File: src/rtl/dram_refresh_scheduler.sv
// CAS-before-RAS refresh scheduler for the Zorro II FastRAM DRAM array.
// Tracks refresh debt, issues CBR sequences on an idle bus, and holds off accesses when the debt is full.
module dram_refresh_scheduler #(
  parameter int REFRESH_INTERVAL = 109,
  parameter int MAX_PENDING      = 4,
  parameter int CAS_CYCLES       = 1,
  parameter int RAS_CYCLES       = 2,
  parameter int PRE_CYCLES       = 1
) (
  input  logic       CLK,
  input  logic       RESET,
  input  logic       bus_idle,
  input  logic       access_busy,
  output logic       refresh_cas,
  output logic       refresh_ras,
  output logic       refresh_busy,
  output logic       hold_access,
  output logic [2:0] pending,
  output logic       missed
);

  localparam int CW = $clog2(REFRESH_INTERVAL);
  localparam int DW = 4;

  localparam logic [CW-1:0] CNT_LAST = CW'(REFRESH_INTERVAL - 1);
  localparam logic [2:0]    PEND_MAX = 3'(MAX_PENDING);
  localparam logic [DW-1:0] CAS_LD   = DW'(CAS_CYCLES - 1);
  localparam logic [DW-1:0] RAS_LD   = DW'(RAS_CYCLES - 1);
  localparam logic [DW-1:0] PRE_LD   = DW'(PRE_CYCLES - 1);

  localparam logic [1:0] S_IDLE = 2'd0;
  localparam logic [1:0] S_CAS  = 2'd1;
  localparam logic [1:0] S_RAS  = 2'd2;
  localparam logic [1:0] S_PRE  = 2'd3;

  logic [CW-1:0] r_cnt;
  logic [1:0]    r_state;
  logic [DW-1:0] r_dcnt;
  logic [2:0]    r_pending;
  logic          r_missed;
  logic          r_cas;
  logic          r_ras;
  logic          r_busy;
  logic          r_hold;

  logic          w_tick;
  logic          w_start;
  logic          w_miss;
  logic [2:0]    w_pending_nxt;
  logic [1:0]    w_state_nxt;
  logic [DW-1:0] w_dcnt_nxt;

  // Once the debt is full, a refresh wins over a waiting bus master as soon as no access is in flight.
  always_comb begin
    w_tick  = (r_cnt == CNT_LAST);
    w_start = (r_state == S_IDLE) && (r_pending != 3'd0) && !access_busy &&
              (bus_idle || (r_pending == PEND_MAX));
    w_miss  = w_tick && !w_start && (r_pending == PEND_MAX);
  end

  // Refresh debt: ticks add, starts remove, saturating at the limit.
  always_comb begin
    w_pending_nxt = r_pending;
    case ({w_tick, w_start})
      2'b10: begin
        if (r_pending == PEND_MAX) begin
          w_pending_nxt = r_pending;
        end else begin
          w_pending_nxt = r_pending + 3'd1;
        end
      end
      2'b01:   w_pending_nxt = r_pending - 3'd1;
      default: w_pending_nxt = r_pending;
    endcase
  end

  // CBR sequencer; each phase loads its down-counter on entry and leaves when it reaches zero.
  always_comb begin
    w_state_nxt = r_state;
    w_dcnt_nxt  = r_dcnt;
    case (r_state)
      S_IDLE: begin
        if (w_start) begin
          w_state_nxt = S_CAS;
          w_dcnt_nxt  = CAS_LD;
        end else begin
          w_state_nxt = S_IDLE;
          w_dcnt_nxt  = {DW{1'b0}};
        end
      end
      S_CAS: begin
        if (r_dcnt == {DW{1'b0}}) begin
          w_state_nxt = S_RAS;
          w_dcnt_nxt  = RAS_LD;
        end else begin
          w_dcnt_nxt  = r_dcnt - {{(DW-1){1'b0}}, 1'b1};
        end
      end
      S_RAS: begin
        if (r_dcnt == {DW{1'b0}}) begin
          w_state_nxt = S_PRE;
          w_dcnt_nxt  = PRE_LD;
        end else begin
          w_dcnt_nxt  = r_dcnt - {{(DW-1){1'b0}}, 1'b1};
        end
      end
      S_PRE: begin
        if (r_dcnt == {DW{1'b0}}) begin
          w_state_nxt = S_IDLE;
          w_dcnt_nxt  = {DW{1'b0}};
        end else begin
          w_dcnt_nxt  = r_dcnt - {{(DW-1){1'b0}}, 1'b1};
        end
      end
      default: begin
        w_state_nxt = S_IDLE;
        w_dcnt_nxt  = {DW{1'b0}};
      end
    endcase
  end

  // Outputs are registered from next-state so they line up with the state they describe.
  always_ff @(posedge CLK) begin
    if (RESET) begin
      r_cnt     <= {CW{1'b0}};
      r_state   <= S_IDLE;
      r_dcnt    <= {DW{1'b0}};
      r_pending <= 3'd0;
      r_missed  <= 1'b0;
      r_cas     <= 1'b0;
      r_ras     <= 1'b0;
      r_busy    <= 1'b0;
      r_hold    <= 1'b0;
    end else begin
      r_cnt     <= w_tick ? {CW{1'b0}} : r_cnt + {{(CW-1){1'b0}}, 1'b1};
      r_state   <= w_state_nxt;
      r_dcnt    <= w_dcnt_nxt;
      r_pending <= w_pending_nxt;
      r_missed  <= r_missed | w_miss;
      r_cas     <= (w_state_nxt == S_CAS) || (w_state_nxt == S_RAS);
      r_ras     <= (w_state_nxt == S_RAS);
      r_busy    <= (w_state_nxt != S_IDLE);
      r_hold    <= (w_pending_nxt == PEND_MAX) || (w_state_nxt != S_IDLE);
    end
  end

  assign refresh_cas  = r_cas;
  assign refresh_ras  = r_ras;
  assign refresh_busy = r_busy;
  assign hold_access  = r_hold;
  assign pending      = r_pending;
  assign missed       = r_missed;

endmodule

File: config.mk
export PLATFORM = sky130hd
export DESIGN_NAME = dram_refresh_scheduler
export DESIGN_NICKNAME = d
export VERILOG_FILES = /design/src/rtl/dram_refresh_scheduler.sv
export SDC_FILE = /design/constraint.sdc
export NUM_CORES = 1
export LEC_CHECK = 0
export ABC_CLOCK_PERIOD_IN_PS = 4100
export BUFFER_PORTS_ARGS = -buffer_cell sky130_fd_sc_hd__buf_2
export CORE_MARGIN = 8
export CORE_UTILIZATION = 45
export CTS_CLUSTER_DIAMETER = 200
export DETAILED_ROUTE_END_ITERATION = 6
export GPL_TIMING_DRIVEN = 1
export PLACE_DENSITY = 0.64
export SKIP_CTS_REPAIR_TIMING = 1
export SLEW_MARGIN = 10
export SYNTH_ARGS = -nofsm -noshare
export SYNTH_HDL_FRONTEND = slang
export SYNTH_SLANG_ARGS = --single-unit
File: constraint.sdc
create_clock -name CLK -period 4.1 [get_ports CLK]
set_clock_uncertainty 0.1 [all_clocks]
set_input_delay 0.615 -clock CLK [delete_from_list [all_inputs] [get_ports CLK]]
set_output_delay 0.615 -clock CLK [all_outputs]
set_load 0.05 [all_outputs]
* Word level (Yosys, flattened, before mapping)
Index checks and enable logic that the tools add are counted.
Word-level totals: flip-flop bits (word level) 21, input bits 4, output and inout bits 8, logic and storage cells 50
Cells by class: $add $sub $neg 4, equal/unequal tests 10, multiplexer cells 10, bitwise gates (word level) 1, reduce and logical (&&, ||, !) cells 16
Operators with widths (count):
- 4-bit one-hot mux with 3 select lines | 1
- 2-bit == test (second input constant) | 4
- 4-bit two-way mux | 2
- 2-bit one-hot mux with 4 select lines | 1
- 7-bit by 1-bit adder with 7-bit output (second input constant) | 1
- 7-bit == test (second input constant) | 1
- 2-bit by 1-bit == test with 1-bit output (second input constant) | 3
- 3-bit == test (second input constant) | 2
- 2-bit two-way mux | 3
- 3-bit one-hot mux with 2 select lines | 1
- 1-bit logical AND | 5
- 4-bit logical NOT | 1
- 2-bit OR reduction | 2
- 4-bit by 1-bit subtractor with 4-bit output (second input constant) | 1
- 3-bit by 1-bit adder with 3-bit output (second input constant) | 1
- 1-bit logical OR | 3
- 3-bit two-way mux | 1
- 3-bit nonzero test | 1
- 3-bit by 1-bit subtractor with 3-bit output (second input constant) | 1
- 1-bit logical NOT | 2
- 2-bit logical NOT | 1
- 2-bit nonzero test | 1
- 1-bit two-way mux | 1
- 1-bit OR | 1

* Logic depth before layout (Yosys ltp)
Gate-level depths: netlist (run 1).
depth after elaboration 8, mapped depth 11, mapped depth without buffers 10

* Worst setup path before layout (run 1)
No wires, ideal clock.
path type reg2reg, start register r_pending[0] (netlist: pending[0]), end register r_pending[1] (netlist: pending[1]), library setup time 0.115 ns, arrival time 2.461 ns, data required time 3.885 ns, path slack 1.424 ns, cell stages (with the launch flop) 11, buffers on the path 1, clock period less this slack 2.676 ns, cells stage by stage dfxtp_1 inv_1 ha_1 buf_6 mux2i_1 nor4_2 ha_1 a21oi_2 a32o_1 a221o_1 and2_1
On the way: word-level cells in the longest chain between the ends 6, elaborated cells on any way between the ends 12, those cells by class add/sub: 2; eq/ne: 3; mux: 2; reduce/logical: 5
RTL lines:
- start: declaration | line 39 | logic [2:0] r_pending;
- start signal: assignment | line 138 | r_pending <= w_pending_nxt;
- branches (longest 5 deep; another with 3-bit by 1-bit adder with 3-bit output)
- 3-bit one-hot mux with 2 select lines (*) | line 64 | case ({w_tick, w_start})
Mark *: on every way between the ends. A chain may end at the register's enable or synchronous reset.

* Final worst setup path (run 1)
start register r_pending[0] (netlist: pending[0]), end register r_hold (netlist: hold_access)
On the way: word-level cells in the longest chain between the ends 8, elaborated cells on any way between the ends 17, those cells by class add/sub: 2; eq/ne: 4; mux: 4; reduce/logical: 7
RTL lines:
- branches (longest 7 deep; another with 3-bit by 1-bit adder with 3-bit output)
- 1-bit logical OR (*) | line 143 | r_hold <= (w_pending_nxt == PEND_MAX) || (w_state_nxt != S_IDLE);
- end signal: assignment | line 143
- end: declaration | line 44 | logic r_hold;
Marked as above.

==> results.json, run 1 <==
{
  "top_usage_layer": "met2",
  "io_pins": 12,
  "die_h_um": 64.19,
  "synth_nets": 129,
  "cp-start-kind": "register",
  "end_kind": "register",
  "avgSynthCellArea_um2": 9.164,
  "p_per_area_nw_per_um2": 281.5,
  "cts.sinks": 21,
  "status": "finished, final reports clean",
  "fin_tns_setup_ps": 0,
  "antenna_cells": 0,
  "cts_tree": "done",
  "path_class": "register to register",
  "p_comb_share_pct": 3.1,
  "sw_frac_of_total_pct": 21.91,
  "start_util_pct": 47.23,
  "rsz0062_at_grt": "false",
  "cts-root-buf": "clkbuf_4",
  "finalPower_w": 0.0003184,
  "synth-seq-area-share_pct": 40.24,
  "core.rowCount": 17,
  "ys_types": 33,
  "syn_to_final_growth_pct": 8.263,
  "grt_pass1_vias": 719,
  "grt_use_met1_pct": 10.83,
  "grt_use_met3_pct": 2.787,
  "hold_viol": 0,
  "seq_power_share_pct": 65.5,
  "cts_buffers": 3,
  "crit_path_max_fanout": 7,
  "worst_slew_pin_slew_ps": 468.5,
  "grt_pass1_wl_um": 3167,
  "via_count": 771,
  "cp.required_ps": 4230,
  "route.detailed.drc": 0,
  "slew-limit-headroom_pct": 68.58,
  "p_switching_w": 0.00006977,
  "internal_power_w": 0.0002486,
  "place_hpwl_um": 1417,
  "critPathArrivalTime_ps": 2680,
  "synth_area_um2": 1045,
  "die_area_um2": 4120,
  "routedWlPerCell_um": 12.05,
  "fp.coreArea_um2": 2212,
  "gp_congestion": 0.7667,
  "clk_pin_slew_ps": 110,
  "fin_nets": 142,
  "power_frac_clock_pct": 31.4,
  "fmax_mhz": 390.9,
  "ys_ff_latch": 21,
  "grt_max_degree": 12,
  "antenna_found_initial": 0,
  "holdCritPathClass": "register to register",
  "grt_use_met2_pct": 15.68,
  "min_period_over_period_pct": 62.40,
  "final_antenna_net_count": 0,
  "port_buffers": 11,
  "drt-initial-drc-count": 38,
  "viasPerCell": 5.006,
  "ir_drop_mv": 0.2006,
  "min_period_ps": 2558,
  "drt-total-wl_um": 1855,
  "htreeDepth": 1,
  "cts_buffer_depth": 2,
  "final_layout_size_suffix_gt1_share_pct": 13.49,
  "syn_inst": 114,
  "dr.pass1.iters": 4,
  "yosysWarnings": 0,
  "max_cap_violations": 0,
  "grt_usage_pct": 9.698,
  "setup_viol": 0,
  "gr-total-overflow": 0,
  "die_x_um": 64.19,
  "slew_violations": 0,
  "p_leak_nw": 0.5076,
  "clock_latency_ps": 300
}
-- layout make-up --
type                            count  area [um2]
Fill cell                         231        1081
Multi-Input combinational cell     78       549.3
Sequential cell                    21       420.4
Timing Repair Buffer               11       55.05
Inverter                           12       45.04
Tap cell                           28       35.03
Clock buffer                        4       26.28
-- Yosys cell counts --
| master | number | area, um2 |
|---|---|---|
| a211oi_1 | 2 | 15.01 |
| dfxtp_1 | 21 | 420.4 |
| buf_4 | 1 | 7.510 |
| o211ai_1 | 1 | 7.510 |
| a31oi_1 | 1 | 6.260 |
| or2b_1 | 1 | 7.510 |
| a21boi_1 | 1 | 7.510 |
| o221ai_1 | 1 | 8.760 |
| nand4bb_1 | 1 | 11.26 |
| o21ai_1 | 2 | 10.01 |
| a32o_1 | 1 | 10.01 |
| o32ai_2 | 1 | 16.27 |
| nand4b_1 | 1 | 8.760 |
| mux2i_1 | 1 | 10.01 |
| xor2_1 | 3 | 26.28 |
| a21oi_2 | 1 | 8.760 |
| a22oi_1 | 1 | 7.510 |
| nand3_1 | 3 | 15.01 |
| and2_1 | 2 | 12.51 |
| nand3b_1 | 1 | 7.510 |
| nand2b_1 | 1 | 6.260 |
| nor3_1 | 1 | 5.000 |
| a221o_1 | 1 | 10.01 |
| nand2_1 | 6 | 22.52 |
| and3_1 | 3 | 18.77 |
| inv_1 | 12 | 45.04 |
| buf_6 | 2 | 22.52 |
| ha_1 | 11 | 137.6 |
| nor2_1 | 21 | 78.83 |
| xnor2_1 | 5 | 43.79 |
| nor4_2 | 1 | 12.51 |
| nor2b_1 | 2 | 12.51 |
| a21oi_1 | 1 | 5.000 |
-- critical path: stages, from the launching register on --
cell and delay (ps):
dfxtp_1 450, inv_1 100, ha_1 310, mux2i_1 160, nor4_2 260, ha_1 330
a21oi_2 50, a32o_1 210, a221o_1 320, o32ai_2 200
-- metrics by stage --
| stage | utilization, % | instances | worst slack (ps) | instance area [um2] | hold slack (ps) |
|---|---|---|---|---|---|
| 6_report | 51.13 | 154 | 1542 | 1131 | 365.8 |
| 5_1_grt | 51.13 | 154 | 1323 | 1131 | 380.4 |
| 4_1_cts | 51.13 | 154 | 1558 | 1131 | 365.8 |
| 3_5_place_dp | 49.94 | 150 | 1590 | 1105 | 350.0 |
| 3_3_place_gp | 49.94 | 150 | 1669 | 1105 | 343.3 |
| 2_1_floorplan | - | 114 | 1424 | 1045 | 325.8 |
-- worst paths after layout --
| kind | from | endpoint | slack, ps | cells after the start |
|---|---|---|---|---|
| worst max register to register | pending[0] | hold_access | 1540 | 9 |
| worst min-delay path | r_dcnt[0] | r_dcnt[0] | 370 | 1 |
| worst max-delay path | pending[0] | hold_access | 1540 | 9 |
| worst min register to register | r_dcnt[0] | r_dcnt[0] | 370 | 1 |
-- power by group through the flow --
stage          clock network [W]   logic [W]  registers, W
2_1_floorplan                  0  0.00000756      0.000213
3_3_place_gp                   0  0.00000977      0.000213
3_5_place_dp                   0  0.00000998      0.000213
4_1_cts                 0.000102   0.0000101      0.000209
5_1_grt                 0.000111   0.0000111      0.000209
6_report                0.000100  0.00000985      0.000209
-- flip-flops by register name, indices dropped and copies added, names as in the netlist --
name / flops
r_cnt: 7
r_dcnt: 4
pending: 3
r_state: 2
hold_access: 1
missed: 1
refresh_busy: 1
refresh_cas: 1
refresh_ras: 1
-- routing by layer --
metal,vias up,wire [um],part of all wire (%)
met2,16,857,46
met5,-,0,0
met3,5,92,5.0
li1,402,-,-
met1,348,860,46
met4,0,46,2.5
-- logic make-up (layout without fill, tap and decap cells) --
| logic type | Yosys count | count (layout) | share of synthesized area (%) |
|---|---|---|---|
| buffers and inverters | 15 | 27 | 7.185 |
| flip-flops | 21 | 21 | 40.24 |
| adder cells (fa/ha/maj) | 11 | 11 | 13.17 |
| multiplexers | 1 | 1 | 0.9581 |
| AO/OA/AOI/OAI | 14 | 14 | 10.78 |
| XOR/XNOR | 8 | 8 | 6.707 |
| AND/OR/NAND/NOR | 44 | 44 | 20.96 |
-- cell usage in the layout (no fill, tap or decap), types with 2 or more instances in the layout --
cell | synthesis | final
nor2_1 | 21 | 21
dfxtp_1 | 21 | 21
inv_1 | 12 | 12
ha_1 | 11 | 11
buf_2 | 0 | 11
nand2_1 | 6 | 6
xnor2_1 | 5 | 5
nand3_1 | 3 | 3
xor2_1 | 3 | 3
and3_1 | 3 | 3
clkbuf_4 | 0 | 3
a211oi_1 | 2 | 2
nor2b_1 | 2 | 2
o21ai_1 | 2 | 2
and2_1 | 2 | 2
(Power assumes the default switching activity.)
==> run 2, diff against run 1 <==
--- a/config.mk
+++ b/config.mk
@@ -5,7 +5,7 @@
 export SDC_FILE = /design/constraint.sdc
 export NUM_CORES = 1
 export LEC_CHECK = 0
-export ABC_CLOCK_PERIOD_IN_PS = 4100
+export ABC_CLOCK_PERIOD_IN_PS = 2600
 export BUFFER_PORTS_ARGS = -buffer_cell sky130_fd_sc_hd__buf_2
 export CORE_MARGIN = 8
 export CORE_UTILIZATION = 45
==> constraint.sdc (replaced) <==
create_clock -name CLK -period 2.6 [get_ports CLK]
set_clock_uncertainty 0.1 [all_clocks]
set_input_delay 0.39 -clock CLK [delete_from_list [all_inputs] [get_ports CLK]]
set_output_delay 0.39 -clock CLK [all_outputs]
set_load 0.05 [all_outputs]
==> results.json, run 2 (synthesis gave the netlist of run 1 again) <==
{
  "detailedPlace.worstSlack_ps": 225.9,
  "grt_pass1_wl_um": 3022,
  "start_util_pct": 47.23,
  "worstHoldPathCells": 2,
  "cts_buffer_depth": 2,
  "min_period_over_period_pct": 91.58,
  "final_antenna_net_count": 0,
  "die_x_um": 64.19,
  "hold_viol": 0,
  "grt_max_degree": 13,
  "fp.coreArea_um2": 2212,
  "core.rowCount": 17,
  "p_per_area_nw_per_um2": 432.9,
  "cts-root-buf": "clkbuf_4",
  "setup_slack_ps": 219.0,
  "drt-initial-drc-count": 17,
  "gp_congestion": 0.8119,
  "largest_register_ffs": 7,
  "cts_tree": "done",
  "rsz0062_at_grt": "false",
  "grt_usage_pct": 8.949,
  "final_layout_size_suffix_gt1_share_pct": 16.54,
  "place_hpwl_um": 1383,
  "cp.required_ps": 2710,
  "slew-limit-headroom_pct": 66.35,
  "cts.sinks": 21,
  "htreeDepth": 1,
  "antenna_cells": 0,
  "p_switching_w": 0.0001053,
  "r2r.worst_path.cells": 9,
  "status": "finished, final reports clean",
  "syn_to_final_growth_pct": 9.342,
  "die_h_um": 64.19,
  "antenna_found_initial": 0,
  "viasPerCell": 4.961,
  "fmax_mhz": 420.0,
  "utilization_pct": 51.64,
  "crit_slowest_cell": "dfxtp_2",
  "worst-path-buf-inv": 1,
  "finalPower_w": 0.0004945,
  "holdCritPathClass": "input pin to register",
  "final_cell_mix": "nor2_1, dfxtp_1, inv_1",
  "sw_frac_of_total_pct": 21.29,
  "fin_tns_setup_ps": 0,
  "p_comb_share_pct": 3.0,
  "gr-total-overflow": 0,
  "clk_pin_slew_ps": 110,
  "p_leak_nw": 0.5155,
  "min_period_ps": 2381,
  "internal_power_w": 0.0003892,
  "drt-total-wl_um": 1756,
  "timing.hold.ws_ps": 272.6,
  "cp-start-kind": "register",
  "max_cap_violations": 0,
  "cts_buffers": 3,
  "critPathArrivalTime_ps": 2500,
  "path_delay_family": "compound AO/OA/AOI/OAI gates",
  "via_count": 769,
  "io_pins": 12,
  "grt_pass1_vias": 707,
  "worst_slew_pin_slew_ps": 501.7,
  "port_buffers": 11,
  "clock_latency_ps": 290,
  "setup_viol": 0,
  "path_class": "register to register",
  "fin_nets": 143,
  "critPathMostFrequentCell": "ha_1",
  "route.detailed.drc": 0,
  "end_kind": "register",
  "die_area_um2": 4120,
  "path_cells": "inv_1 > ha_1 > mux2i_1 > nor4_2 > ha_1 > a21oi_2 > a32o_1 > a221o_1 > o32ai_2",
  "power_frac_clock_pct": 30.5,
  "crit_cells": 9,
  "ir_drop_mv": 0.3189,
  "regMostFlops": "r_cnt",
  "critPathMaxStageDelay_ps": 400,
  "dr.pass1.iters": 4,
  "slew_violations": 0,
  "routedWlPerCell_um": 11.33,
  "final_common_cell": "nor2_1",
  "seq_power_share_pct": 66.5,
  "crit_path_max_fanout": 7
}
## run 2: changes by cell type in the layout (fill, tap and decap cells not counted), sizes merged
cell,previous run,this run
clkbuf,4,3
buf,11,12
clkinv,0,1
## run 2: final timing paths
| check | from | to | slack, ps |
|---|---|---|---|
| max reg2reg | pending[0] | hold_access | 220 |
| min | RESET | refresh_busy | 270 |
| max | pending[0] | hold_access | 220 |
| min reg2reg | r_cnt[0] | r_cnt[0] | 370 |
## run 2: worst register-to-register path, stage by stage (launching register included)
cell and delay [ps]:
dfxtp_2 400, inv_1 80, ha_1 230, mux2i_1 130, nor4_2 280, ha_1 330, a21oi_2 50, a32o_1 210
a221o_1 310, o32ai_2 190
## run 2: power by group through the flow
stage,clock network [W],registers (W),logic [W]
2_1_floorplan,0,0.000335,0.0000119
3_3_place_gp,0,0.000336,0.0000150
3_5_place_dp,0,0.000336,0.0000150
4_1_cts,0.000160,0.000329,0.0000153
5_1_grt,0.000173,0.000330,0.0000176
6_report,0.000151,0.000329,0.0000149
## run 2: per-stage QoR
step	area, um2	instances
final	1142	155
after global routing	1142	155
after CTS	1142	155
after detailed placement	1115	151
after global placement	1115	151
after floorplan	1047	114
## run 2: area by class of cell
class	count	area, um2
Sequential cell	21	422.9
Clock buffer	3	22.52
Inverter	12	45.04
Tap cell	28	35.03
Multi-Input combinational cell	78	549.3
Clock inverter	1	5.005
Fill cell	226	1070
Timing Repair Buffer	12	62.56
## run 2: per-layer routing
metal / GRT usage, % / up-vias / wire [um]
li1: - / 406 / -
met1: 10.62 / 353 / 868
met2: 14.81 / 8 / 806
met5: 0 / - / 0
met3: 2.787 / 2 / 66
met4: 3.270 / 0 / 14
